[config.mk]
export PLATFORM = sky130hd
export DESIGN_NAME = gpio_button_in
export DESIGN_NICKNAME = d
export VERILOG_FILES = /design/src/rtl/gpio_button_in.sv
export SDC_FILE = /design/constraint.sdc
export NUM_CORES = 1
export LEC_CHECK = 0
export CAP_MARGIN = 25
export CORE_MARGIN = 1
export CORE_UTILIZATION = 50
export CTS_CLUSTER_SIZE = 16
export DETAILED_ROUTE_END_ITERATION = 10
export PLACE_DENSITY = 0.68
export SLEW_MARGIN = 20
export SYNTH_ARGS = -nofsm -noshare
export SYNTH_HDL_FRONTEND = slang
export SYNTH_SLANG_ARGS = --single-unit
export TNS_END_PERCENT = 50
[constraint.sdc]
create_clock -name clk -period 5.48 [get_ports clk]
set_input_delay 0.822 -clock clk [delete_from_list [all_inputs] [get_ports clk]]
set_output_delay 0.822 -clock clk [all_outputs]
set_load 0.02 [all_outputs]
[src/rtl/gpio_button_in.sv]
// gpio_button_in: synchronized, debounced 4-button input with prioritized press-event handshake
module gpio_button_in #(
  parameter int DEBOUNCE_CYCLES = 16,
  parameter int CNT_W = 16
) (
  input  logic       clk,
  input  logic       rst,
  input  logic [3:0] btn_in,
  output logic [3:0] btn_level,
  output logic       press_valid,
  output logic [1:0] press_code,
  input  logic       press_ready,
  output logic       overflow,
  input  logic       ovf_clr
);
  localparam logic [CNT_W-1:0] LAST = CNT_W'(DEBOUNCE_CYCLES - 1);
  logic [3:0] sync1, sync2, pending, acc, press, clr;
  logic [CNT_W-1:0] cnt [4];
  always_comb begin
    for (int i = 0; i < 4; i++) acc[i] = (sync2[i] != btn_level[i]) && (cnt[i] == LAST);
    press = acc & sync2 & ~btn_level;
    press_valid = |pending;
    press_code = pending[0] ? 2'd0 : pending[1] ? 2'd1 : pending[2] ? 2'd2 : pending[3] ? 2'd3 : 2'd0;
    clr = (press_valid && press_ready) ? 4'b0001 << press_code : 4'b0000;
  end
  // a press landing on its own handshake edge survives because press is OR-ed after the clear
  always_ff @(posedge clk)
    if (rst) begin
      sync1 <= '0;
      sync2 <= '0;
      btn_level <= '0;
      pending <= '0;
      overflow <= 1'b0;
      for (int i = 0; i < 4; i++) cnt[i] <= '0;
    end else begin
      sync1 <= btn_in;
      sync2 <= sync1;
      btn_level <= btn_level ^ acc;
      for (int i = 0; i < 4; i++) cnt[i] <= (sync2[i] == btn_level[i] || acc[i]) ? '0 : cnt[i] + CNT_W'(1);
      pending <= (pending & ~clr) | press;
      overflow <= (|(press & pending & ~clr)) | (overflow & ~ovf_clr);
    end
endmodule
==> results.tsv <==
stage	metric	value	unit
status	status	completed	
placed_design	gp_congestion	0.792	
clocking	cts_buffer_depth	2	
worst_setup_path	cp_max_fo	4	
drt	vias_per_cell	5.24	
drt	detail_route.iter0.violations	89	
worst_setup_path	rr_worst_depth	6	
synthesis	yosysSeqAreaShare	47.9	%
global_routing	antenna_found_initial	0	
worst_setup_path	worst_path_dominant_cell_family	buffers and inverters	
floorplanning	die_area	7100	um2
worst_setup_path	path_class	flip-flop to output port	
synthesis	yosys_warnings	0	
drt	vias	2492	
clocking	cts_buffers	9	
drt	firstDrtPassIters	4	
timing	timing.final.hold_violations	0	
timing	finalClockSkew	0.00664	ns
clocking	clock-root-buffer	clkbuf_8	
final_layout	mostFrequentLayoutCell	dfxtp_1	
synthesis	ys_types	35	
global_routing	grt_pass1_vias	2301	
final_layout	multi_input_area	1670	um2
worst_setup_path	r2r_slack	3.53	ns
clocking	postCtsSetupRepairBufs	0	
timing	setup_viol	0	
floorplanning	rows	29	
worst_setup_path	crit_slowest_cell	clkdlybuf4s50_1	
drt	post_drt_wl_per_cell	11.9	um
synthesis	syn_area	3390	um2
worst_setup_path	path_cells	nor2_1, nor3_1, clkdlybuf4s50_1	
synthesis	ys_ff_latch	81	
floorplanning	die_h	84.3	um
final_layout	fill_cells	610	
final_layout	final_cells	476	
floorplanning	die_w	84.3	um
floorplanning	ios	16	
floorplanning	core_area	6460	um2
final_layout	mostFrequentLayoutCells	dfxtp_1 (81), nor2_1 (77), xnor2_1 (35)	
clocking	cts-resized-gates	0	
worst_setup_path	critPathArrivalTime	1.64	ns
timing	fin_ws	3.01	ns
timing	finalSetupTns	0	ns
global_routing	grt_first_pass_wirelength	9740	um
worst_setup_path	slowest_delay	0.65	ns
clocking	clock_sinks	81	
drt	drc	0	
worst_setup_path	r2r_end	overflow	
timing	fmax	0.406	GHz
global_routing	grt_max_degree	25	
synthesis	syn_avg_cell_area	8.96	um2
run	maxCapViolCount	0	
timing	tightest_slew	0.526	ns
drt	wl	5660	um
worst_setup_path	required	4.66	ns
timing	period_needed	2.47	ns
final_layout	nets	407	
worst_setup_path	cp-end-kind	output port	
power_and_ir_drop	leakage	1.28	nW
worst_hold_path	min-delay-start	sync1[0]	
final_layout	area_growth_syn_to_layout	11.3	%
clocking	holdBufCountCts	0	
placed_design	place_inst	461	
synthesis	mappedNetlistNets	390	
placed_design	portBuffers	15	
timing	drv_slew	0	
timing	slew_headroom	64.6	%
worst_setup_path	start_kind	flip-flop	
final_layout	diodes	0	
floorplanning	start_util	52.4	%
power_and_ir_drop	power_density	269	nW/um2
clocking	cts_tree	yes	
drt	ant_nets	0	
worst_setup_path	reg2reg_from	cnt[1][0]	
placed_design	place_ws	3.07	ns
global_routing	grt_use_total	17.0	%
worst_setup_path	path_buf_inv	1	
clocking	htreeDepth	3	
timing	fin_crit_sh	45.0	%
final_layout	drive_above_1_share	5.76	%
final_layout	design_area	3770	um2
worst_hold_path	min_to	sync2[0]	
final_layout	seqCellArea	1620	um2
placed_design	dpl.hpwl	3900	um
clocking	path_clk_slew	0.07	ns
global_routing	grt_overflow	0	
worst_hold_path	hold_path_class	flip-flop to flip-flop	
timing	rsz0062_at_grt	false	
placed_design	post_dp_cell_area	3580	um2
worst_hold_path	worstHoldPathCells	1	
synthesis	syn_inst	378	
power_and_ir_drop	ir_worst_vdd	0.000170	V
clocking	clock_latency	0.34	ns
==> per-stage QoR <==
step	util (%)	hold slack [ns]	total power, mW
3_3_place_gp	55.5	0.418	0.624
4_1_cts	58.3	0.440	1.03
6_report	58.3	0.438	1.01
2_1_floorplan	-	0.413	0.618
3_5_place_dp	55.5	0.423	0.625
5_1_grt	58.3	0.451	1.06
==> synthesized netlist by cell type, drive strengths merged <==
cell type   n  area share (%)
clkbuf      6            0.67
and4        6             1.6
inv         9             1.0
a32oi       1            0.26
nand4      14             2.6
and2b       2            0.48
nor2       77             8.5
o22a        1            0.26
or3         2            0.37
o21bai      1            0.22
xnor2      35             9.1
mux2i       3            0.89
nand3      21             3.1
and3       17             3.3
or4         2            0.44
a21oi       7             1.0
nor3b       1            0.22
nor3       12             1.9
or3b        2            0.52
a31oi       1            0.18
buf         4             1.0
nor4       13             2.6
or2         1            0.18
xor2       23             5.9
nor2b       9             1.7
dfxtp      81              48
ha          4             1.5
o21ai       3            0.44
nand2      20             2.2
==> final cells by class <==
class / instances / area share [%]
Tap cell: 77 / 2.56
Timing Repair Buffer: 16 / 4.18
Clock buffer: 9 / 3.29
Multi-Input combinational cell: 278 / 44.4
Sequential cell: 81 / 43.0
Clock inverter: 6 / 1.59
Inverter: 9 / 0.897
==> worst max-delay path by stage <==
| stage | start | to | depth (start not counted) |
|---|---|---|---|
| global placement | rst | cnt[0][10] | 5 |
| finish | pending[2] | press_code[1] | 3 |
| global route | pending[2] | press_code[1] | 3 |
| CTS | pending[2] | press_code[1] | 3 |
| detailed placement | rst | cnt[0][11] | 5 |
| floorplan | cnt[1][0] | overflow | 7 |
==> flip-flops by register name, summed over array words and instances, names as in the netlist, named ones only <==
name,flops
sync1,4
cnt,64
overflow,1
sync2,4
pending,4
==> power breakdown <==
| part | total (mW) | internal [mW] | switching (mW) |
|---|---|---|---|
| clock | 0.404 | 0.205 | 0.199 |
| sequential | 0.594 | 0.592 | 0.00191 |
| combinational | 0.0170 | 0.00827 | 0.00875 |
==> kinds of logic after synthesis <==
family | Yosys count | synth area share (%)
AOI/OAI and AO/OA | 14 | 2.40
xor gates and xnor gates | 58 | 15.0
adders and majority gates | 4 | 1.48
buffers and inverters | 19 | 2.66
DFF | 81 | 47.9
muxes | 3 | 0.887
and+or+nand+nor | 199 | 29.7
==> layer usage <==
| layer | vias up | part of all wire [%] | track usage, % |
|---|---|---|---|
| li1 | 1314 | - | - |
| met1 | 1125 | 52 | 21.9 |
| met2 | 49 | 43 | 27.3 |
| met3 | 4 | 4.0 | 4.82 |
| met4 | 0 | 0.41 | 6.27 |
| met5 | - | 0 | 0 |
==> worst reg2reg max path: stages (launching register included) <==
cell and delay [ns]:
dfxtp_1 0.35, ha_1 0.18, and3_1 0.31, nand4_1 0.23, or3b_1 0.45, o22a_1 0.22, a31oi_1 0.15
Power figures use the tool's default switching activity.
